## config.mk

```make
export PLATFORM = sky130hd
export DESIGN_NAME = uart_rx_frame_ctrl
export DESIGN_NICKNAME = d
export VERILOG_FILES = /design/src/rtl/uart_rx_frame_ctrl.sv
export SDC_FILE = /design/constraint.sdc
export NUM_CORES = 1
export LEC_CHECK = 0
export CORE_UTILIZATION = 35
export DETAILED_ROUTE_END_ITERATION = 10
export GPL_TIMING_DRIVEN = 0
export PLACE_DENSITY = 0.55
export SLEW_MARGIN = 10
export SYNTH_ARGS = -nofsm -noshare
export SYNTH_HDL_FRONTEND = slang
export SYNTH_SLANG_ARGS = --single-unit
export TNS_END_PERCENT = 100
```

## constraint.sdc

```tcl
create_clock -name sys_clk -period 2.7 [get_ports sys_clk]
set_input_delay 0.27 -clock sys_clk [delete_from_list [all_inputs] [get_ports sys_clk]]
set_output_delay 0.27 -clock sys_clk [all_outputs]
set_load 0.01 [all_outputs]
```

## src/rtl/uart_rx_frame_ctrl.sv

```systemverilog
// Receive frame controller: parses HEADER/LEN/payload/CHK from the UART
// receiver and releases the payload to the FIFO only after a good checksum.
module uart_rx_frame_ctrl #(
  parameter int         CLK_FREQ      = 50000000,
  parameter int         UART_BPS      = 115200,
  parameter logic [7:0] HEADER        = 8'hA5,
  parameter int         MAX_LEN       = 16,
  parameter int         TIMEOUT_BYTES = 4
) (
  input  logic       sys_clk,
  input  logic       sys_rst,
  input  logic       rx_done,
  input  logic [7:0] rx_data,
  input  logic       fifo_full,
  output logic       fifo_wr_en,
  output logic [7:0] fifo_wr_data,
  output logic       frame_ok,
  output logic       frame_err,
  output logic [1:0] err_code,
  output logic       busy
);

  localparam int BPS_CNT = CLK_FREQ / UART_BPS;
  localparam int TO_CLKS = TIMEOUT_BYTES * 10 * BPS_CNT;
  localparam int GW = (TO_CLKS > 2) ? $clog2(TO_CLKS) : 1;
  localparam int IW = (MAX_LEN > 1) ? $clog2(MAX_LEN) : 1;
  localparam logic [GW-1:0] GAP_LAST = GW'(TO_CLKS - 1);
  localparam logic [7:0] MAX_B = 8'(MAX_LEN);

  typedef enum logic [2:0] {
    S_IDLE,
    S_LEN,
    S_PAY,
    S_CHK,
    S_DRAIN
  } state_t;

  state_t state, state_nx;

  logic          rx_done_d;
  logic [7:0]    len;
  logic [7:0]    wr_idx;
  logic [7:0]    rd_idx;
  logic [7:0]    chk_acc;
  logic [GW-1:0] gap_cnt;
  logic [7:0]    pbuf [MAX_LEN];

  logic       byte_evt;
  logic       timed;
  logic       gap_hit;
  logic       wr_fire;
  logic       last_wr;
  logic       err_set;
  logic [1:0] err_nx;

  assign byte_evt = rx_done & ~rx_done_d;
  assign timed    = (state == S_LEN) || (state == S_PAY) ||
                    (state == S_CHK);
  // a byte arriving on the expiry cycle wins over the timeout
  assign gap_hit  = timed && !byte_evt && (gap_cnt == GAP_LAST);
  assign wr_fire  = (state == S_DRAIN) && !fifo_full;
  assign last_wr  = wr_fire && (rd_idx == len - 8'd1);

  assign busy         = (state != S_IDLE);
  assign fifo_wr_en   = wr_fire;
  assign fifo_wr_data = wr_fire ? pbuf[rd_idx[IW-1:0]] : 8'd0;

  always_comb begin
    state_nx = state;
    err_set  = 1'b0;
    err_nx   = err_code;
    unique case (state)
      S_IDLE: begin
        if (byte_evt && rx_data == HEADER) state_nx = S_LEN;
      end
      S_LEN: begin
        if (byte_evt) begin
          if (rx_data == 8'd0 || rx_data > MAX_B) begin
            err_set  = 1'b1;
            err_nx   = 2'd0;
            state_nx = S_IDLE;
          end else begin
            state_nx = S_PAY;
          end
        end else if (gap_hit) begin
          err_set  = 1'b1;
          err_nx   = 2'd2;
          state_nx = S_IDLE;
        end
      end
      S_PAY: begin
        if (byte_evt) begin
          if (wr_idx + 8'd1 == len) state_nx = S_CHK;
        end else if (gap_hit) begin
          err_set  = 1'b1;
          err_nx   = 2'd2;
          state_nx = S_IDLE;
        end
      end
      S_CHK: begin
        if (byte_evt) begin
          if (rx_data == chk_acc) begin
            state_nx = S_DRAIN;
          end else begin
            err_set  = 1'b1;
            err_nx   = 2'd1;
            state_nx = S_IDLE;
          end
        end else if (gap_hit) begin
          err_set  = 1'b1;
          err_nx   = 2'd2;
          state_nx = S_IDLE;
        end
      end
      S_DRAIN: begin
        if (last_wr) state_nx = S_IDLE;
        if (byte_evt) begin
          err_set = 1'b1;
          err_nx  = 2'd3;
        end
      end
      default: state_nx = S_IDLE;
    endcase
  end

  always_ff @(posedge sys_clk) begin
    if (sys_rst) begin
      state     <= S_IDLE;
      rx_done_d <= 1'b1;
      len       <= '0;
      wr_idx    <= '0;
      rd_idx    <= '0;
      chk_acc   <= '0;
      gap_cnt   <= '0;
      frame_ok  <= 1'b0;
      frame_err <= 1'b0;
      err_code  <= 2'd0;
    end else begin
      state     <= state_nx;
      rx_done_d <= rx_done;
      frame_ok  <= last_wr;
      frame_err <= err_set;
      if (err_set) err_code <= err_nx;
      if (!timed || byte_evt || gap_hit) gap_cnt <= '0;
      else gap_cnt <= gap_cnt + 1'b1;
      if (state == S_LEN && byte_evt) begin
        len     <= rx_data;
        chk_acc <= rx_data;
        wr_idx  <= '0;
      end
      if (state == S_PAY && byte_evt) begin
        chk_acc <= chk_acc ^ rx_data;
        wr_idx  <= wr_idx + 8'd1;
      end
      if (state == S_CHK && byte_evt) rd_idx <= '0;
      if (wr_fire) rd_idx <= rd_idx + 8'd1;
    end
  end

  // payload store is intentionally left uncleared by reset
  always_ff @(posedge sys_clk) begin
    if (!sys_rst && state == S_PAY && byte_evt)
      pbuf[wr_idx[IW-1:0]] <= rx_data;
  end

endmodule
```

# ---- Yosys cells after proc, flatten, opt, wreduce, memory -nomap -nowiden
# Memory sizes are Yosys's and may differ from the RTL's. A register that Yosys moved wholly into a read port is not among the register bits.
# Cells that the tools add are included.
dict set report word_totals {
  word_cells 100
  output_inout_bits 14
  ramBits 128
  ff_bits 55
  inputBits 12
  mem_count 1
}
# name depth width rd rd_clocked_by_memory_dff write_ports line_no
set mem_list {}
lappend mem_list {pbuf 16 8 1 1 1 46} ;# logic [7:0] pbuf [MAX_LEN];
dict set report classes {
  eq_ne 16
  n_addsub 4
  order_cmp 1
  n_mux 37
  reduce_logical 28
  n_bitwise 3
}
# op n
set op_table {}
lappend op_table {{2-to-1 mux 8 bit} 7}
lappend op_table {{== test 8 bit} 3}
lappend op_table {{2-to-1 mux 3 bit} 8}
lappend op_table {{adder 8 x 1 -> 8 bit (second input constant)} 2}
lappend op_table {{2-to-1 mux 2 bit} 8}
lappend op_table {{adder 15 x 1 -> 15 bit (second input constant)} 1}
lappend op_table {{== test 15 bit (second input constant)} 1}
lappend op_table {{one-hot mux 3 bit (5 select lines)} 1}
lappend op_table {{logical AND 1 bit} 10}
lappend op_table {{2-to-1 mux 1 bit} 9}
lappend op_table {{== test 8 bit (second input constant)} 1}
lappend op_table {{greater-than comparator 8 x 5 -> 1 bit (second input constant)} 1}
lappend op_table {{zero test 8 bit} 1}
lappend op_table {{2-to-1 mux 4 bit} 2}
lappend op_table {{inequality test 2 bit (second input constant)} 4}
lappend op_table {{one-hot mux 2 bit (4 select lines)} 1}
lappend op_table {{subtractor 8 x 1 -> 8 bit (second input constant)} 1}
lappend op_table {{XOR 8 bit} 1}
lappend op_table {{== test 3 x 2 -> 1 bit (second input constant)} 2}
lappend op_table {{inequality test 3 x 2 -> 1 bit (second input constant)} 2}
lappend op_table {{AND reduction 6 bit} 1}
lappend op_table {{logical OR 1 bit} 5}
lappend op_table {{zero test 1 bit} 4}
lappend op_table {{one-hot mux 1 bit (4 select lines)} 1}
lappend op_table {{11 further kinds} 12}

# ---- Logic depth before layout (Yosys ltp)
# Gate-level depths: netlist of the first run.
dict set report depth {
  depth_word 9
  ltp_mapped 8
  ltp_nobuf 7
}

# ---- Worst setup path after synthesis of the first run
# No wires, ideal clock.
dict set report synth_path {
  kind {register -> register}
  startpoint {register state[2]}
  endpoint {memory pbuf[3][0] (enable)}
  path_stages_with_launch 7
  synth_period_minus_slack_ns 2.665
  arrival_time_ns 2.271
  path_buffers 3
  path_slack_ns 0.035
  setup_time_ns 0.395
  path_cell_list {dfxtp_1 buf_2 nand2b_1 or3_1 clkbuf_1 buf_1 nor4_1}
}
dict set report synth_between {
  elab_chain_cells 5
}
# item line_no
set synth_rtl {}
lappend synth_rtl {{from (decl)} 38} ;# state_t state, state_nx;
lappend synth_rtl {{from (signal assigned)} 139} ;# state <= state_nx;
lappend synth_rtl {{== test 3 x 2 -> 1 bit} 162} ;# if (!sys_rst && state == S_PAY && byte_evt)
lappend synth_rtl {{logical AND 1 bit (2 in a row)} 162}
lappend synth_rtl {{2-to-1 mux 1 bit} 162}
lappend synth_rtl {{2-to-1 mux 1 bit (not written as such)} 163} ;# pbuf[wr_idx[IW-1:0]] <= rx_data;
lappend synth_rtl {{to (decl)} 46}
# Every way passes these cells.

==> results.toml, run 1 <==
[timing]
max-slew-margin-rel_pct = 33.8
setup_tns_ns = 0
hold_viol_final = 0
max_freq_ghz = 0.371
hold_ws_ns = 0.424
report.final.setup_viol = 0
rsz0062_at_grt = "yes"
tightest_slew_ns = 0.991
period_share_pct = 99.8
period_needed_ns = 2.69
skew_ns = 0.0135
final_max_slew_viol_count = 0

[critical_path]
critPathBufInv = 3
slowest_delay_ns = 0.55
end_kind = "primary output"
path_cells = "buf_12, buf_4, mux4_2, mux4_2, and2_4, buf_6"
path_class = "reg2out"
crit_arrival_ns = 2.42
crit_path_top_delay_cell = "mux4_2"
critical_path_required_ns = 2.43
setup.worst_path.start_class = "flop"
cpLargestDelayFamily = "multiplexers"
cpMostUsedCell = "mux4_2"
cp_max_fo = 5

[floorplanning]
die_w_um = 154
fp.dieArea_mm2 = 0.0238
ioPinCount = 26
die_h_um = 154
start_util_pct = 35.8
design.core.area_mm2 = 0.0227
std_cell_rows = 55

[clocking]
hold_buffers = 0
clkSinkCount = 187
cts.path.max_buffers = 2
cts_root_buf = "clkbuf_16"
cts_tree = "yes"
path_clk_slew_ns = 0.07
numCtsBuffers = 17
h-tree-depth = 4
clk_latency_ns = 0.43

[final_layout]
nets = 691
drive_gt1_share_pct = 22.3
final-seq-area_mm2 = 0.00503
syn2layout_area_growth_pct = 21.2
fill_cells = 2058
antenna_cells = 0
multi_input_area_mm2 = 0.00306

[route]
postRouteAntennaNets = 0
dr_total_vias = 5187
wl_mm = 18.9
avgRoutedWirePerCell_um = 19.5
drt_iter0_drc = 406
first_pass_iters = 4
via_per_inst = 5.35
remaining_drc_errors = 0

[power_and_ir_drop]
p_leak_nw = 3.28
vdd.ir_drop.worst_mv = 0.364
switching_share_pct = 21.2
pwr-share-comb_pct = 1.7
p_int_w = 0.00434
power.total_w = 0.00551
sequentialPowerShare_pct = 55.4
power_density_mw_per_mm2 = 560
p_sw_w = 0.00117
clock_power_share_pct = 42.9

[synthesis]
synthFlopType = "edfxtp_1"
synth_top_area_share_pct = 47.3
yosysWarnings = 0
yosys.area.top_type = "edfxtp_1"
synth.ff_latch_count = 187
synth_cell_type_count = 55
yosysMostFrequentCell = "edfxtp_1"
synth_edf_count = 128
synthArstFlopShare_pct = 0
synth_cells = 603
ys_seq_area_share_pct = 61.8
synth_area_mm2 = 0.00813
synth.top_cells.by_count = "128 x edfxtp_1, 59 x dfxtp_1, 44 x nand2_1"
avgSynthCellArea_um2 = 13.5
synth_area_leaders = "edfxtp_1 47%, dfxtp_1 15%, mux4_2 11%"
syn-num-nets = 622

[run]
max_cap_viol_count = 0

[place]
io_buffers = 25
dpl.hpwl_mm = 12.9
place_congestion = 0.794

[global_routing]
gr-total-overflow = 0
grt_start_max_net_pins = 24
track_usage_pct = 16.8
antenna_found_initial = 0
grt_pass1_vias = 5259
grt_first_pass_wirelength_mm = 29.7

[run_status]
status = "completed"

[worst_hold_path]
hold_path.class = "in2reg"
==> layer usage <==
metal,vias up,GRT usage (%),part of all wire (%)
li1,2429,-,-
met1,2607,21.9,45
met2,134,28.3,49
met3,17,3.56,4.2
met4,0,4.67,1.5
met5,-,0,0
==> through the flow <==
| stage | cells | cell area, um^2 | utilization (%) | worst slack [ns] |
|---|---|---|---|---|
| global placement | 913 | 8730 | 38.5 | -1.57 |
| finish | 970 | 9850 | 43.4 | 0.00521 |
| CTS | 973 | 9840 | 43.3 | -0.0396 |
| floorplan | 603 | 8130 | - | 0.0348 |
| global route | 970 | 9850 | 43.4 | -0.0581 |
| detailed placement | 919 | 8830 | 38.9 | -1.01 |
==> state kept, by name, summed over array words and instances (netlist names), named ones only <==
register and flops:
pbuf 128, gap_cnt 15, chk_acc 8, len 8, rd_idx 8, wr_idx 8
state 3, err_code 2, frame_err 1, frame_ok 1, rx_done_d 1
==> path summary, 6_finish.rpt <==
kind / end / slack, ns / cells after the start / start
setup reg to reg: pbuf[10][1] / 0.15 / 6 / state[2]
hold / removal: pbuf[4][1] / 0.42 / 1 / rx_data[1]
setup / recovery: fifo_wr_data[7] / 0.005 / 6 / flop
hold reg to reg: gap_cnt[0] / 0.46 / 1 / gap_cnt[0]
==> power groups by stage <==
stage | Sequential (W) | Combinational [W] | Clock, W
3_3_place_gp | 0.00312 | 0.0000887 | 0
5_1_grt | 0.00305 | 0.000101 | 0.00253
2_1_floorplan | 0.00312 | 0.0000251 | 0
6_report | 0.00305 | 0.0000921 | 0.00236
4_1_cts | 0.00305 | 0.0000931 | 0.00241
3_5_place_dp | 0.00312 | 0.0000913 | 0
==> placed cells by master (no fill, tap or decap), types with 7 or more instances in the layout <==
cell             instances
edfxtp_1               128
dfxtp_1                 58
nand2_1                 44
mux4_2                  40
nor2_1                  36
a21oi_1                 29
xor2_1                  23
clkbuf_1                22
xnor2_1                 20
nand3_1                 20
buf_4                   19
clkbuf_16               18
o21ai_0                 17
nor3_1                  16
buf_6                   15
or3_1                   10
inv_1                   10
clkdlybuf4s50_1         10
nand4_1                  9
nor3_4                   8
ha_1                     7
dlymetal6s2s_1           7
==> layout make-up <==
class / instances / share of cell area [%]
Sequential cell: 187 / 51.1
Inverter: 11 / 0.457
Clock buffer: 20 / 4.65
Multi-Input combinational cell: 366 / 31.1
Timing Repair Buffer: 53 / 5.59
Tap cell: 285 / 3.62
Clock inverter: 12 / 1.03
Buffer: 36 / 2.52
==> what timing repair did <==
| item | CTS | global route |
|---|---|---|
| resized for setup | 94 | 19 |
| endpoints found under the setup margin | 109 | 72 |
| buffers inserted | 23 | 1 |
| pin swaps | 6 | 4 |
| gates cloned | 1 | 0 |
==> cells by family after synthesis <==
kind of cell	share of synthesized area, %
adders and majority gates	1.08
and+or+nand+nor	12.5
muxes	11.3
xor gates and xnor gates	4.63
DFF	61.8
AOI/OAI and AO/OA	5.88
buffers and inverters	2.71
No activity file was read; power rests on OpenSTA's default activity.
==> inputs of run 2 (changes only) <==
--- a/config.mk
+++ b/config.mk
@@ -7,8 +7,8 @@
 export LEC_CHECK = 0
 export CORE_UTILIZATION = 35
 export DETAILED_ROUTE_END_ITERATION = 10
-export GPL_TIMING_DRIVEN = 0
-export PLACE_DENSITY = 0.55
+export GPL_TIMING_DRIVEN = 1
+export PLACE_DENSITY_LB_ADDON = 0.25
 export SLEW_MARGIN = 10
 export SYNTH_ARGS = -nofsm -noshare
 export SYNTH_HDL_FRONTEND = slang
==> results.toml, run 2 (synthesis results as in run 1) <==
[run_status]
status = "completed"

[global_routing]
grt_start_max_net_pins = 38
track_usage_pct = 17.4
grt_pass1_vias = 5329
antenna_found_initial = 1
grt_first_pass_wirelength_mm = 30.4
gr-total-overflow = 0

[final_layout]
layout_commonest_cell = "edfxtp_1"
syn2layout_area_growth_pct = 20.2
antenna_cells = 0
final_cell_mix = "128 x edfxtp_1, 58 x dfxtp_1, 47 x buf_4"
largest_reg_flops = 128
stdcell_area_mm2 = 0.00977
fin_cells = 970
nets = 691
drive_gt1_share_pct = 23.2

[route]
first_pass_iters = 4
avgRoutedWirePerCell_um = 20.3
postRouteAntennaNets = 0
via_per_inst = 5.41
drt_iter0_drc = 389
remaining_drc_errors = 0
wl_mm = 19.7
dr_total_vias = 5247

[timing]
report.final.setup_viol = 0
setup_tns_ns = 0
max-slew-margin-rel_pct = 55.1
rsz0062_at_grt = "yes"
tightest_slew_ns = 0.673
skew_ns = 0.0145
hold_viol_final = 0
period_needed_ns = 2.68
period_share_pct = 99.4
max_freq_ghz = 0.372
final_max_slew_viol_count = 0

[clocking]
path_clk_slew_ns = 0.07
clk_latency_ns = 0.44
cts_root_buf = "clkbuf_16"
cts.path.max_buffers = 2
h-tree-depth = 4
cts_tree = "yes"
numCtsBuffers = 17
clkSinkCount = 187

[place]
place_congestion = 0.830
dpl.hpwl_mm = 13.0
dp_cells = 919
post_dp_cell_area_mm2 = 0.00896
io_buffers = 25

[floorplanning]
die_h_um = 154
design.core.area_mm2 = 0.0227
fp.dieArea_mm2 = 0.0238
std_cell_rows = 55
start_util_pct = 35.8
die_w_um = 154
ioPinCount = 26

[critical_path]
critical_path_required_ns = 2.43
path_class = "reg2out"
cpLargestDelayFamily = "multiplexers"
critPathBufInv = 3
r2r_slack_ns = 0.51
path_cells = "buf_6, buf_6, mux4_2, mux4_2, and2_4, buf_6"
crit_arrival_ns = 2.41
setup.worst_path.start_class = "flop"
crit_path_top_delay_cell = "mux4_2"
cp_max_fo = 7
cpMostUsedCell = "buf_6"
slowest_delay_ns = 0.52
end_kind = "primary output"

[power_and_ir_drop]
switching_share_pct = 22.5
p_leak_nw = 3.20
clock_power_share_pct = 43.4
vdd.ir_drop.worst_mv = 0.416
pwr-share-comb_pct = 1.9
power_density_mw_per_mm2 = 571
p_sw_w = 0.00125
sequentialPowerShare_pct = 54.7
p_int_w = 0.00432

[worst_hold_path]
hold_path.class = "reg2reg"

[run]
max_cap_viol_count = 0
## run 2: changes by cell type in the layout (fill, tap and decap cells not counted), moves of 4 or more
cell,delta
buf_4,+28
clkbuf_1,-20
clkdlybuf4s50_1,+7
dlymetal6s2s_1,-7
nor2_1,+4
nor2_4,-4
nor3_1,+9
nor3_4,-7
## run 2: per-stage QoR
stage	power [W]	util, %	hold WS (ns)	setup slack (ns)
floorplan	0.00314	-	0.369	0.0348
global placement	0.00322	39.4	0.438	0.0684
detailed placement	0.00322	39.4	0.459	0.0485
CTS	0.00564	42.9	0.480	-0.00468
global route	0.00575	43.0	0.494	-0.0476
finish	0.00558	43.0	0.472	0.0154
## run 2: layout make-up
cell class | count | area [um^2]
Multi-Input combinational cell | 366 | 2910
Clock buffer | 19 | 433
Clock inverter | 13 | 144
Timing Repair Buffer | 89 | 860
Sequential cell | 187 | 5030
Inverter | 11 | 41.3
Tap cell | 285 | 357
Fill cell | 2023 | 12900
## run 2: what timing repair did
| action | CTS | global route |
|---|---|---|
| resized for setup | 52 | 7 |
| buffers inserted | 19 | 0 |
| hold buffers | 0 | 0 |
| gates cloned | 1 | 0 |
| setup endpoints to repair | 8 | 8 |
| pin swaps | 7 | 1 |
## run 2: worst register-to-register path, cell delays in order (launching register included)
cell      delay [ns]
dfxtp_1         0.52
nand2b_1        0.15
or3_1           0.62
nor4_1          0.37
buf_4           0.25
## run 2: path summary, 6_finish.rpt
| kind | endpoint | start | depth (start not counted) |
|---|---|---|---|
| worst max-delay path | fifo_wr_data[5] | flop | 6 |
| worst min-delay path | gap_cnt[0] | gap_cnt[0] | 1 |
| worst max register to register | pbuf[3][0] | state[1] | 4 |
| worst min register to register | gap_cnt[0] | gap_cnt[0] | 1 |
## run 2: layer usage
layer | vias to the layer above | routed length (um) | part of all wire (%) | GRT usage, %
li1 | 2428 | - | - | -
met1 | 2650 | 8580 | 44 | 22.2
met2 | 144 | 9780 | 50 | 29.5
met3 | 23 | 978 | 5.0 | 4.03
met4 | 2 | 342 | 1.7 | 5.42
met5 | - | 13 | 0.066 | 0
## run 2: power groups by stage
stage	sequential, W	combinational [W]	clock [W]
after detailed placement	0.00312	0.000104	0
after CTS	0.00305	0.000105	0.00248
after floorplan	0.00312	0.0000251	0
after global routing	0.00305	0.000112	0.00258
after global placement	0.00312	0.000102	0
final	0.00305	0.000104	0.00242
